==> src/rtl/fft_stage_scheduler.sv <==
// Address and strobe scheduler for an in-place radix-2 DIF FFT.
// Ping-pong banks: each stage reads bank_sel and writes ~bank_sel. Reads are
// issued as a/b pairs per butterfly. Writes replay the reads BF_LAT cycles later.
// Optional build macro FFT_BITREV_OUT_EN: last-stage writes use bit-reversed
// addresses so that the result lands in natural order.
module fft_stage_scheduler #(
    parameter int N      = 256,
    parameter int SIZE   = 8,
    parameter int BF_LAT = 4
) (
    input  logic            clk,
    input  logic            rst_n,
    input  logic            start,
    input  logic            abort,
    output logic            en_rd,
    output logic [SIZE-1:0] rd_ptr,
    output logic [SIZE-2:0] rd_ptr_angle,
    output logic            en_wr,
    output logic [SIZE-1:0] wr_ptr,
    output logic            bank_sel,
    output logic [SIZE-1:0] stage,
    output logic            busy,
    output logic            done_o
);

    localparam int CNT_W = $clog2(BF_LAT + 1);
    localparam logic [SIZE-2:0] J_LAST     = (SIZE-1)'(N / 2 - 1);
    localparam logic [SIZE-1:0] STAGE_LAST = SIZE'(SIZE - 1);
    localparam logic [CNT_W-1:0] CNT_LAST  = CNT_W'(BF_LAT - 1);

    typedef enum logic [2:0] {
        IDLE, READ_A, READ_B, DRAIN, NEXT_STAGE, DONE
    } state_t;

    state_t            state_q, state_d;
    logic [SIZE-2:0]   j_q, j_d;
    logic [SIZE-1:0]   stage_q, stage_d;
    logic [CNT_W-1:0]  cnt_q, cnt_d;
    logic              bank_q, bank_d;

    logic              en_rd_q, en_rd_d;
    logic [SIZE-1:0]   rd_ptr_q, rd_ptr_d;
    logic [SIZE-2:0]   angle_q, angle_d;
    logic              busy_q, done_q;

    logic [SIZE-2:0]   mask, pos, hi;
    logic [SIZE-1:0]   addr_a, addr_b, stride;
    logic [SIZE-1:0]   wr_in;

    logic              en_dl_q   [BF_LAT];
    logic [SIZE-1:0]   addr_dl_q [BF_LAT];

    wire abort_busy = abort && (state_q != IDLE);

    // Next-state logic for the stage / butterfly sequencing FSM.
    always_comb begin
        // NOTE: every variable gets a default first so no path can infer a latch.
        state_d = state_q;
        j_d     = j_q;
        stage_d = stage_q;
        cnt_d   = cnt_q;
        bank_d  = bank_q;
        case (state_q)
            IDLE: begin
                if (start && !abort) begin
                    state_d = READ_A;
                    j_d     = '0;
                    stage_d = '0;
                end
            end
            READ_A: state_d = READ_B;
            READ_B: begin
                if (j_q != J_LAST) begin
                    state_d = READ_A;
                    j_d     = j_q + 1'b1;
                end else begin
                    state_d = DRAIN;
                    cnt_d   = '0;
                end
            end
            DRAIN: begin
                if (cnt_q == CNT_LAST) begin
                    state_d = (stage_q == STAGE_LAST) ? DONE : NEXT_STAGE;
                end else begin
                    cnt_d = cnt_q + 1'b1;
                end
            end
            NEXT_STAGE: begin
                state_d = READ_A;
                stage_d = stage_q + 1'b1;
                j_d     = '0;
                bank_d  = ~bank_q;
            end
            DONE:    state_d = IDLE;
            default: state_d = IDLE;
        endcase
        if (abort_busy) begin
            state_d = IDLE;
            j_d     = '0;
            stage_d = '0;
            cnt_d   = '0;
            bank_d  = 1'b0;
        end
    end

    // Butterfly addresses for the upcoming cycle; the stride mask splits j
    // into group bits (shifted up one place) and position-in-group bits.
    always_comb begin
        mask     = {(SIZE-1){1'b1}} >> stage_d;
        pos      = j_d & mask;
        hi       = j_d & ~mask;
        addr_a   = {hi, 1'b0} | {1'b0, pos};
        stride   = {1'b0, mask} + SIZE'(1);
        addr_b   = addr_a | stride;
        en_rd_d  = (state_d == READ_A) || (state_d == READ_B);
        rd_ptr_d = '0;
        angle_d  = '0;
        if (state_d == READ_A) begin
            rd_ptr_d = addr_a;
            angle_d  = pos << stage_d;
        end else if (state_d == READ_B) begin
            rd_ptr_d = addr_b;
        end
    end

`ifdef FFT_BITREV_OUT_EN
    // Last-stage write addresses are bit-reversed at the delay line entry.
    always_comb begin
        wr_in = rd_ptr_q;
        if (stage_q == STAGE_LAST) begin
            for (int i = 0; i < SIZE; i++) wr_in[i] = rd_ptr_q[SIZE-1-i];
        end
    end
`else
    // Write addresses are the read addresses, unmodified.
    always_comb wr_in = rd_ptr_q;
`endif

    // State and registered outputs.
    always_ff @(posedge clk or negedge rst_n) begin
        if (!rst_n) begin
            state_q  <= IDLE;
            j_q      <= '0;
            stage_q  <= '0;
            cnt_q    <= '0;
            bank_q   <= 1'b0;
            en_rd_q  <= 1'b0;
            rd_ptr_q <= '0;
            angle_q  <= '0;
            busy_q   <= 1'b0;
            done_q   <= 1'b0;
        end else begin
            // NOTE: sequential state uses non-blocking assignments only, so all
            // registers update together from the values before the edge.
            state_q  <= state_d;
            j_q      <= j_d;
            stage_q  <= stage_d;
            cnt_q    <= cnt_d;
            bank_q   <= bank_d;
            en_rd_q  <= en_rd_d;
            rd_ptr_q <= rd_ptr_d;
            angle_q  <= angle_d;
            busy_q   <= (state_d != IDLE);
            done_q   <= (state_d == DONE);
        end
    end

    // Write delay line: replays the read strobe/address BF_LAT cycles later.
    always_ff @(posedge clk or negedge rst_n) begin
        if (!rst_n) begin
            // NOTE: the delay line is reset (and flushed on abort) because stale
            // entries would otherwise emit spurious write strobes.
            for (int i = 0; i < BF_LAT; i++) begin
                en_dl_q[i]   <= 1'b0;
                addr_dl_q[i] <= '0;
            end
        end else if (abort_busy) begin
            for (int i = 0; i < BF_LAT; i++) begin
                en_dl_q[i]   <= 1'b0;
                addr_dl_q[i] <= '0;
            end
        end else begin
            en_dl_q[0]   <= en_rd_q;
            addr_dl_q[0] <= wr_in;
            for (int i = 1; i < BF_LAT; i++) begin
                en_dl_q[i]   <= en_dl_q[i-1];
                addr_dl_q[i] <= addr_dl_q[i-1];
            end
        end
    end

    assign en_rd        = en_rd_q;
    assign rd_ptr       = rd_ptr_q;
    assign rd_ptr_angle = angle_q;
    assign en_wr        = en_dl_q[BF_LAT-1];
    assign wr_ptr       = addr_dl_q[BF_LAT-1];
    assign bank_sel     = bank_q;
    assign stage        = stage_q;
    assign busy         = busy_q;
    assign done_o       = done_q;

endmodule

==> config.mk <==
export PLATFORM = sky130hd
export DESIGN_NAME = fft_stage_scheduler
export DESIGN_NICKNAME = d
export VERILOG_FILES = /design/src/rtl/fft_stage_scheduler.sv
export SDC_FILE = /design/constraint.sdc
export NUM_CORES = 1
export LEC_CHECK = 0
export ABC_AREA = 1
export CORE_ASPECT_RATIO = 2
export CORE_MARGIN = 2
export CORE_UTILIZATION = 40
export CTS_CLUSTER_SIZE = 12
export DETAILED_ROUTE_END_ITERATION = 10
export MAX_ROUTING_LAYER = met4
export SLEW_MARGIN = 20
export SYNTH_ARGS = -nofsm -noshare
export SYNTH_HDL_FRONTEND = slang
export SYNTH_SLANG_ARGS = --single-unit
==> constraint.sdc <==
create_clock -name clk -period 3 [get_ports clk]
set_clock_uncertainty 0.15 [all_clocks]
set_input_delay 0.6 -clock clk [delete_from_list [all_inputs] [get_ports clk]]
set_output_delay 0.6 -clock clk [all_outputs]
set_load 0.02 [all_outputs]
==> impl_metrics.json, run 1 <==
{
  "clk_pin_slew_ns": 0.06,
  "critPathArrivalTime_ns": 2.75,
  "slew_headroom_pct": 70.52,
  "swShare_pct": 35.56,
  "max_cap_viol_count": 0,
  "nets": 510,
  "final_core_util_pct": 50.57,
  "hold_viol": 0,
  "yosysUniqueCellTypes": 33,
  "synth-seq-area-share_pct": 52.05,
  "grt_pass1_wl_um": 13630,
  "grt_pass1_vias": 2923,
  "grt_max_degree": 77,
  "cts_tree": "yes",
  "finalPower_w": 0.003124,
  "ctsHoldBuffers": 0,
  "async_flop_share_pct": 100.0,
  "slowest_delay_ns": 0.48,
  "fin_crit_sh_pct": 88.14,
  "ys_ff_latch": 76,
  "io_pins": 40,
  "ys_warn_count": 0,
  "critical_path.max_fanout": 5,
  "setup_violations": 0,
  "finalCriticalPeriod_ns": 2.644,
  "antenna_found_initial": 0,
  "drc": 0,
  "status": "finished clean",
  "end_kind": "register",
  "die_h_um": 139.2,
  "rsz0062_at_grt": "no",
  "p_comb_share_pct": 28.1,
  "ys.flop_type": "dfrtp_1",
  "dp_hpwl_um": 6229,
  "die_area_sq_um": 9961,
  "timing.setup.critical_path_class": "input pin to register",
  "drv_slew": 0,
  "post_drt_wl_per_cell_um": 13.75,
  "syn-num-nets": 454,
  "num_rows": 49,
  "cp-start-kind": "input pin",
  "p_leak_nw": 2.262,
  "hold_class": "input pin to asynchronous set/reset pin",
  "drtIter0Drc": 174,
  "synth_edf_count": 0,
  "worst_pin_slew_ns": 0.4401,
  "syn2layout_area_growth_pct": 23.90,
  "ir_drop_mv": 0.3302,
  "clock_sinks": 76,
  "clockBufferDepth": 2,
  "routabilityCongestion": 1.023,
  "cts_max_level": 3,
  "cts_root_buffer": "clkbuf_16",
  "wl_um": 8361,
  "port_buffers": 39,
  "syn_area_sq_um": 3654,
  "intPower_w": 0.002013,
  "postCtsSetupRepairBufs": 0,
  "dieWidth_um": 71.58,
  "start_util_pct": 40.82,
  "dr.pass1.iters": 4,
  "fmax_mhz": 378.2,
  "pwr-share-seq_pct": 39.3,
  "critPathSlowestCell": "clkdlybuf4s50_1",
  "critPathRequiredTime_ns": 3.10,
  "pwr-share-clk_pct": 32.6,
  "fp.coreArea_sq_um": 8951,
  "via_per_inst": 4.859,
  "p_per_area_nw_per_um2": 690.1,
  "syn_area_per_cell_sq_um": 8.210,
  "track_usage_pct": 18.53,
  "path_cells": "clkdlybuf4s50_1, inv_1, nor2_1, nand3_1, nand2_4, nor2_1, nand2_1, nand2_2, nor2_8, nand2_1, o21ai_2, ha_1, nand3_1, xor2_1, o21ai_0",
  "dr_total_vias": 2954,
  "numCtsBuffers": 9,
  "drive_gt1_share_pct": 12.65,
  "switching_power_w": 0.001111,
  "worstSkewPairLatency_ns": 0.34,
  "fin_hold_ws_ns": 0.1098,
  "grt_overflow": 0,
  "synth_cells": 445,
  "diodes": 0,
  "ant_nets": 0
}
-- state kept, by name (all words and copies together), names as in the netlist, 7 cells and up --
register      cells
wr_ptr            8
stage             8
j_q               7
rd_ptr            8
addr_dl_q        24
rd_ptr_angle      7
-- logic make-up after synthesis --
family | synth area share, %
simple gates | 27.09
buf+inv | 11.13
flops | 52.05
compound gates | 7.295
fa+ha+maj | 1.712
xor+xnor | 0.7193
-- placed cells by master (no fill, tap or decap), drive strengths merged --
| master | n |
|---|---|
| nand2 | 100 |
| inv | 88 |
| dfrtp | 76 |
| nor2 | 70 |
| nand3 | 39 |
| clkdlybuf4s50 | 38 |
| buf | 21 |
| a21oi | 15 |
| o21ai | 15 |
| clkbuf | 9 |
| ha | 5 |
| nor3 | 5 |
| nand4 | 4 |
| a31oi | 4 |
| xor2 | 3 |
| o2111ai | 2 |
| o32ai | 2 |
| o22ai | 2 |
| clkinvlp | 2 |
| clkinv | 2 |
| o41ai | 1 |
| o31ai | 1 |
| o21a | 1 |
| a21boi | 1 |
-- power groups by stage --
stage          registers, W  logic (W)  clock network, W
3_5_place_dp        0.00125   0.000885                 0
3_3_place_gp        0.00124   0.000881                 0
5_1_grt             0.00124   0.000964           0.00109
6_report            0.00123   0.000877           0.00102
4_1_cts             0.00123   0.000889           0.00105
2_1_floorplan       0.00129   0.000517                 0
-- final cells by class --
class | instances | area, sq um
repair buffers | 59 | 550.5
clock inverters | 7 | 55.05
clock buffers | 9 | 225.2
fillers | 881 | 4424
multi-input cells | 270 | 1348
flip-flops and latches | 76 | 1902
inverters | 85 | 319.1
well taps | 102 | 127.6
-- cell usage after synthesis, drive strengths merged, types with 5 or more instances --
cell | instances | area share (%)
o21ai | 15 | 2.2
inv | 84 | 8.6
nor3 | 5 | 0.82
nand2 | 100 | 11
dfrtp | 76 | 52
nand3 | 39 | 5.8
a21oi | 15 | 2.2
buf | 10 | 2.0
nor2 | 70 | 8.6
ha | 5 | 1.7
-- worst paths after layout --
path / from / to / slack (ns) / depth (start not counted)
min in group clk: addr_dl_q[28]$_DFF_PN0_ / addr_dl_q[20]$_DFF_PN0_ / 0.31 / 2
min reg2reg: addr_dl_q[28]$_DFF_PN0_ / addr_dl_q[20]$_DFF_PN0_ / 0.31 / 2
max reg2reg: stage[0]$_DFF_PN0_ / rd_ptr_angle[3]$_DFF_PN0_ / 0.37 / 11
min: rst_n / cnt_q[1]$_DFFE_PN0P_ / 0.11 / 2
max: start / rd_ptr[6]$_DFF_PN0_ / 0.36 / 15
max in group asynchronous: rst_n / rd_ptr_angle[4]$_DFF_PN0_ / 2.25 / 2
-- repair_timing --
action,CTS,global route
endpoints found under the hold margin,0,0
endpoints found under the setup margin,0,1
resized for setup,0,1
-- critical path: cells and delay by family --
kind	cells	cell delay, ns
adders and majority gates	1	0.23
buffers and inverters	2	0.52
and+or+nand+nor	9	0.96
xor gates and xnor gates	1	0.15
AOI/OAI and AO/OA	2	0.30
-- layer usage --
metal  part of all wire, %  GRT usage (%)
met3                   4.9          4.869
met1                    37          19.01
met5                     0              -
met4                   5.7          12.81
met2                    52          30.02
-- through the flow --
step           instances  setup TNS (ns)  setup WS (ns)  area [sq um]
4_1_cts              608               0         0.3119          4524
3_3_place_gp         592               0        0.04486          4244
2_1_floorplan        445               0         0.4820          3654
3_5_place_dp         592        -0.02244       -0.02244          4244
6_report             608               0         0.3558          4527
5_1_grt              608               0        0.03357          4527
Note: power is estimated with default switching activity, not from simulation.
==> inputs of run 2 (changes only) <==
Settings changed: DONT_BUFFER_PORTS from default to 1.
==> impl_metrics.json, run 2 (same netlist as run 1, synthesis figures left out) <==
{
  "drive_gt1_share_pct": 11.60,
  "via_per_inst": 5.045,
  "hold_class": "input pin to asynchronous set/reset pin",
  "cts_tree": "yes",
  "grt_pass1_vias": 2903,
  "nets": 461,
  "wl_um": 8248,
  "final_core_util_pct": 45.54,
  "fin_crit_sh_pct": 91.34,
  "drc": 0,
  "dp_cells": 542,
  "intPower_w": 0.001925,
  "start_util_pct": 40.82,
  "status": "finished clean",
  "final_cell_mix": "92 x nand2_1, 80 x inv_1, 75 x dfrtp_1, 63 x nor2_1, 36 x nand3_1",
  "ant_nets": 0,
  "pwr-share-clk_pct": 33.9,
  "drtIter0Drc": 188,
  "clk_pin_slew_ns": 0.06,
  "hold_viol": 0,
  "seq_area_sq_um": 1903,
  "post_drt_wl_per_cell_um": 14.75,
  "cts_root_buffer": "clkbuf_16",
  "pwr-share-seq_pct": 43.5,
  "ir_drop_mv": 0.3424,
  "clockBufferDepth": 2,
  "clock_sinks": 76,
  "grt_max_degree": 77,
  "port_buffers": 0,
  "antenna_found_initial": 0,
  "p_per_area_nw_per_um2": 734.8,
  "largest_reg_flops": 24,
  "num_rows": 49,
  "fp.coreArea_sq_um": 8951,
  "track_usage_pct": 18.93,
  "finalPower_w": 0.002995,
  "setup_tns_ns": 0,
  "cts_max_level": 3,
  "finalCriticalPeriod_ns": 2.740,
  "timing.setup.critical_path_class": "register to register",
  "grt_pass1_wl_um": 13930,
  "swShare_pct": 35.72,
  "worst_pin_slew_ns": 0.5676,
  "critPathArrivalTime_ns": 2.81,
  "regMostFlops": "addr_dl_q",
  "switching_power_w": 0.001070,
  "grt_overflow": 0,
  "final_common_cell": "nand2_1",
  "die_h_um": 139.2,
  "end_kind": "register",
  "dieWidth_um": 71.58,
  "dr_total_vias": 2820,
  "fmax_mhz": 364.9,
  "max_cap_viol_count": 0,
  "routabilityCongestion": 0.9162,
  "io_pins": 40,
  "rsz0062_at_grt": "no",
  "diodes": 0,
  "dr.pass1.iters": 4,
  "cp-start-kind": "register",
  "critPathRequiredTime_ns": 3.07,
  "worstSkewPairLatency_ns": 0.33,
  "p_leak_nw": 2.088,
  "p_comb_share_pct": 22.6,
  "die_area_sq_um": 9961,
  "slew_headroom_pct": 61.87,
  "numCtsBuffers": 9,
  "stdcell_count": 559,
  "critical_path.max_fanout": 9,
  "multi_input_area_sq_um": 1345,
  "dp_hpwl_um": 6139,
  "syn2layout_area_growth_pct": 11.58,
  "fillers": 918,
  "drv_slew": 0,
  "setup_violations": 0
}
-- run 2: changes by cell type in the layout (fill, tap and decap cells not counted), moves of 2 or more --
cell,before,now
clkdlybuf4s50_1,38,0
buf_4,20,9
clkinv_4,0,2
inv_6,4,2
-- run 2: metrics by stage --
stage | hold WS [ns] | worst slack [ns] | area [sq um]
floorplan | 0.1544 | 0.4820 | 3654
global placement | 0.1577 | 0.3510 | 3761
detailed placement | 0.1569 | 0.2820 | 3761
CTS | 0.01527 | 0.2673 | 4075
global route | 0.02678 | 0.02641 | 4076
finish | 0.01263 | 0.2598 | 4076
-- run 2: final cells by class --
type,count,area share [%]
clock inverter,6,1.166
multi-input combinational,270,33.00
inverter,85,7.827
sequential,76,46.69
tap,102,3.131
timing repair buffer,10,2.333
clock buffer,10,5.862
-- run 2: worst paths after layout --
kind                            depth (start not counted)  slack, ns                     from                       to
worst max-delay path                                   12       0.26     state_q[1]$_DFF_PN0_      rd_ptr[6]$_DFF_PN0_
worst min-delay path                                    1       0.01                    rst_n  addr_dl_q[10]$_DFF_PN0_
worst max register to register                         12       0.26     state_q[1]$_DFF_PN0_      rd_ptr[6]$_DFF_PN0_
worst min register to register                          2       0.32  addr_dl_q[25]$_DFF_PN0_  addr_dl_q[17]$_DFF_PN0_
max in group asynchronous                               1       2.40                    rst_n         j_q[2]$_DFF_PN0_
min in group clk                                        2       0.32  addr_dl_q[25]$_DFF_PN0_  addr_dl_q[17]$_DFF_PN0_
-- run 2: critical path, stage by stage, from the launching register on --
cell,delay [ns]
dfrtp_1,0.43
nor2_4,0.23
nand2_2,0.09
nand2_4,0.13
nand2_4,0.09
inv_2,0.09
nand2_1,0.24
o31ai_2,0.46
nor2_4,0.08
ha_1,0.24
nand3_1,0.14
xor2_1,0.16
o21ai_0,0.08
-- run 2: power groups by stage --
stage,Sequential (W),Clock (W),Combinational [W]
2_1_floorplan,0.00129,0,0.000517
3_3_place_gp,0.00132,0,0.000644
3_5_place_dp,0.00132,0,0.000651
4_1_cts,0.00131,0.00105,0.000678
5_1_grt,0.00132,0.00109,0.000763
6_report,0.00130,0.00102,0.000677
-- run 2: timing repair --
action,CTS,global route
hold endpoints to repair,76,0
setup buffers,0,0
resized for setup,0,1
setup endpoints to repair,0,1
hold buffers,1,0
-- run 2: metal layers --
metal / track usage, % / share of wire (%) / vias to the layer above / routed length, um
li1: - / - / 1382 / -
met1: 18.34 / 36 / 1319 / 2971
met2: 31.92 / 54 / 79 / 4422
met3: 5.160 / 4.2 / 40 / 350
met4: 12.51 / 6.1 / 0 / 503
met5: - / 0 / - / 0
==> inputs of run 3 (changes only) <==
Settings changed: GPL_ROUTABILITY_DRIVEN from default to 0, TNS_END_PERCENT from default to 50.
Clock period 3 ns to 2.3 ns, I/O delays scaled along.
==> impl_metrics.json, run 3 (same netlist as run 1, synthesis figures left out) <==
{
  "drive_gt1_share_pct": 28.54,
  "port_buffers": 0,
  "stdcell_count": 617,
  "wl_met3_um": 286,
  "timing.setup.critical_path_class": "register to register",
  "setup_ws_ns": -0.09981,
  "critPathArrivalTime_ns": 2.50,
  "slowest_delay_ns": 0.42,
  "worstSkewPairLatency_ns": 0.33,
  "wl_met2_um": 5143,
  "finalCriticalPeriod_ns": 2.400,
  "pwr-share-clk_pct": 31.3,
  "finalPower_w": 0.004290,
  "nets": 519,
  "dr_total_vias": 3100,
  "cts_tree": "yes",
  "regMostFlops": "addr_dl_q",
  "grt_max_degree": 77,
  "dp_hpwl_um": 6353,
  "setup_tns_ns": -0.3376,
  "critPathRequiredTime_ns": 2.40,
  "critical_path.max_fanout": 6,
  "dr.pass1.iters": 6,
  "critPathSlowestCell": "dfrtp_1",
  "die_h_um": 139.2,
  "wl_um": 8942,
  "clock_sinks": 76,
  "cp-start-kind": "register",
  "hold_viol": 76,
  "syn2layout_area_growth_pct": 29.42,
  "slew_headroom_pct": 75.85,
  "grt_overflow": 0,
  "diodes": 0,
  "via_per_inst": 5.024,
  "cts_root_buffer": "clkbuf_16",
  "clockBufferDepth": 2,
  "ir_drop_mv": 0.4498,
  "max_cap_viol_count": 0,
  "grt_pass1_vias": 3260,
  "grt_pass1_wl_um": 14810,
  "path_cells": "nor2_4, nand3_2, nand2_4, nor2_1, nand2_1, nand2_2, nor2_8, nand2_4, o21ai_4, ha_4, nand3_4, xor2_1, o21ai_1",
  "final_core_util_pct": 52.82,
  "drtIter0Drc": 174,
  "fillers": 832,
  "p_per_area_nw_per_um2": 907.4,
  "drv_slew": 0,
  "top_layer": "met4",
  "num_rows": 49,
  "cp.buffers_inverters": 0,
  "crit_top_cell": "nand2_4",
  "fin_crit_sh_pct": 104.3,
  "antenna_found_initial": 0,
  "cp_top_family": "simple AND/OR/NAND/NOR gates",
  "final_common_cell": "nand2_1",
  "cts_max_level": 3,
  "violations": "negative hold slack, negative setup slack",
  "io_pins": 40,
  "post_drt_wl_per_cell_um": 14.49,
  "r2r-start": "state_q[1]$_DFF_PN0_",
  "switching_power_w": 0.001509,
  "fp.coreArea_sq_um": 8951,
  "fmax_mhz": 416.7,
  "die_area_sq_um": 9961,
  "swShare_pct": 35.17,
  "hold_class": "input pin to asynchronous set/reset pin",
  "final_cell_mix": "82 x nand2_1, 78 x inv_1, 74 x dfrtp_1, 63 x buf_4, 57 x nor2_1",
  "worstSetupStartpoint": "state_q[1]$_DFF_PN0_",
  "clk_pin_slew_ns": 0.06,
  "setup_violations": 9,
  "r2r-end": "rd_ptr[6]$_DFF_PN0_",
  "status": "complete, but fails checks",
  "worst_pin_slew_ns": 0.3622,
  "p_comb_share_pct": 29.1,
  "dieWidth_um": 71.58,
  "rsz0062_at_grt": "yes",
  "drc": 0,
  "end_kind": "register",
  "start_util_pct": 40.82,
  "largest_reg_flops": 24,
  "track_usage_pct": 19.68,
  "numCtsBuffers": 9,
  "path_depth": 13,
  "ant_nets": 0,
  "fin_hold_ws_ns": -0.3292,
  "intPower_w": 0.002782,
  "r2r_setup_slack_ns": -0.1,
  "r2r_cells": 13,
  "dp_cells": 592,
  "p_leak_nw": 2.419,
  "wl_met1_um": 3089,
  "pwr-share-seq_pct": 39.6
}
-- run 3: cell types whose count changed in the layout (fill, tap and decap cells not counted), sizes merged --
| cell | change |
|---|---|
| buf | +58 |
| clkinv | -2 |
| clkbuf | -1 |
| inv | +3 |
-- run 3: metrics by stage --
| stage | setup WS, ns | area [sq um] |
|---|---|---|
| floorplan | -0.02443 | 3712 |
| global placement | -0.07067 | 4195 |
| detailed placement | -0.1047 | 4195 |
| CTS | -0.02442 | 4614 |
| global route | -0.2324 | 4728 |
| finish | -0.09981 | 4728 |
-- run 3: cell type report --
type / instances / area, sq um / area share (%)
sequential: 76 / 1904 / 40.28
inverter: 85 / 321.6 / 6.801
multi-input combinational: 270 / 1558 / 32.95
clock buffer: 9 / 225.2 / 4.763
tap: 102 / 127.6 / 2.699
clock inverter: 7 / 62.56 / 1.323
timing repair buffer: 68 / 529.3 / 11.19
-- run 3: routing by layer --
metal / up-vias / track usage [%]
li1: 1511 / -
met1: 1478 / 18.48
met2: 81 / 35.19
met3: 30 / 3.997
met4: 0 / 12.02
met5: - / -
-- run 3: worst max-delay path by stage --
stage	end	slack, ns
after floorplan	rd_ptr[6]$_DFF_PN0_	-0.02
after global placement	rd_ptr_angle[5]$_DFF_PN0_	-0.07
after detailed placement	rd_ptr[6]$_DFF_PN0_	-0.10
after CTS	rd_ptr[6]$_DFF_PN0_	-0.02
after global routing	rd_ptr_angle[5]$_DFF_PN0_	-0.23
final	rd_ptr[6]$_DFF_PN0_	-0.1
-- run 3: worst register-to-register path, cell delays in order (launching register included) --
cell	delay [ns]
dfrtp_1	0.42
nor2_4	0.20
nand3_2	0.14
nand2_4	0.12
nor2_1	0.07
nand2_1	0.10
nand2_2	0.10
nor2_8	0.21
nand2_4	0.08
o21ai_4	0.20
ha_4	0.19
nand3_4	0.08
xor2_1	0.15
o21ai_1	0.13
-- run 3: power by group through the flow --
stage	logic, W	clock network (W)	registers (W)
after floorplan	0.000674	0	0.00168
after global placement	0.00115	0	0.00171
after detailed placement	0.00117	0	0.00172
after CTS	0.00120	0.00139	0.00170
after global routing	0.00138	0.00146	0.00172
final	0.00125	0.00134	0.00170
-- run 3: repair_timing --
item,4_1_cts,5_1_grt
gates resized for setup,23,26
hold endpoints to repair,76,76
buffers inserted,6,3
endpoints found under the setup margin,7,15
pin swaps,14,11
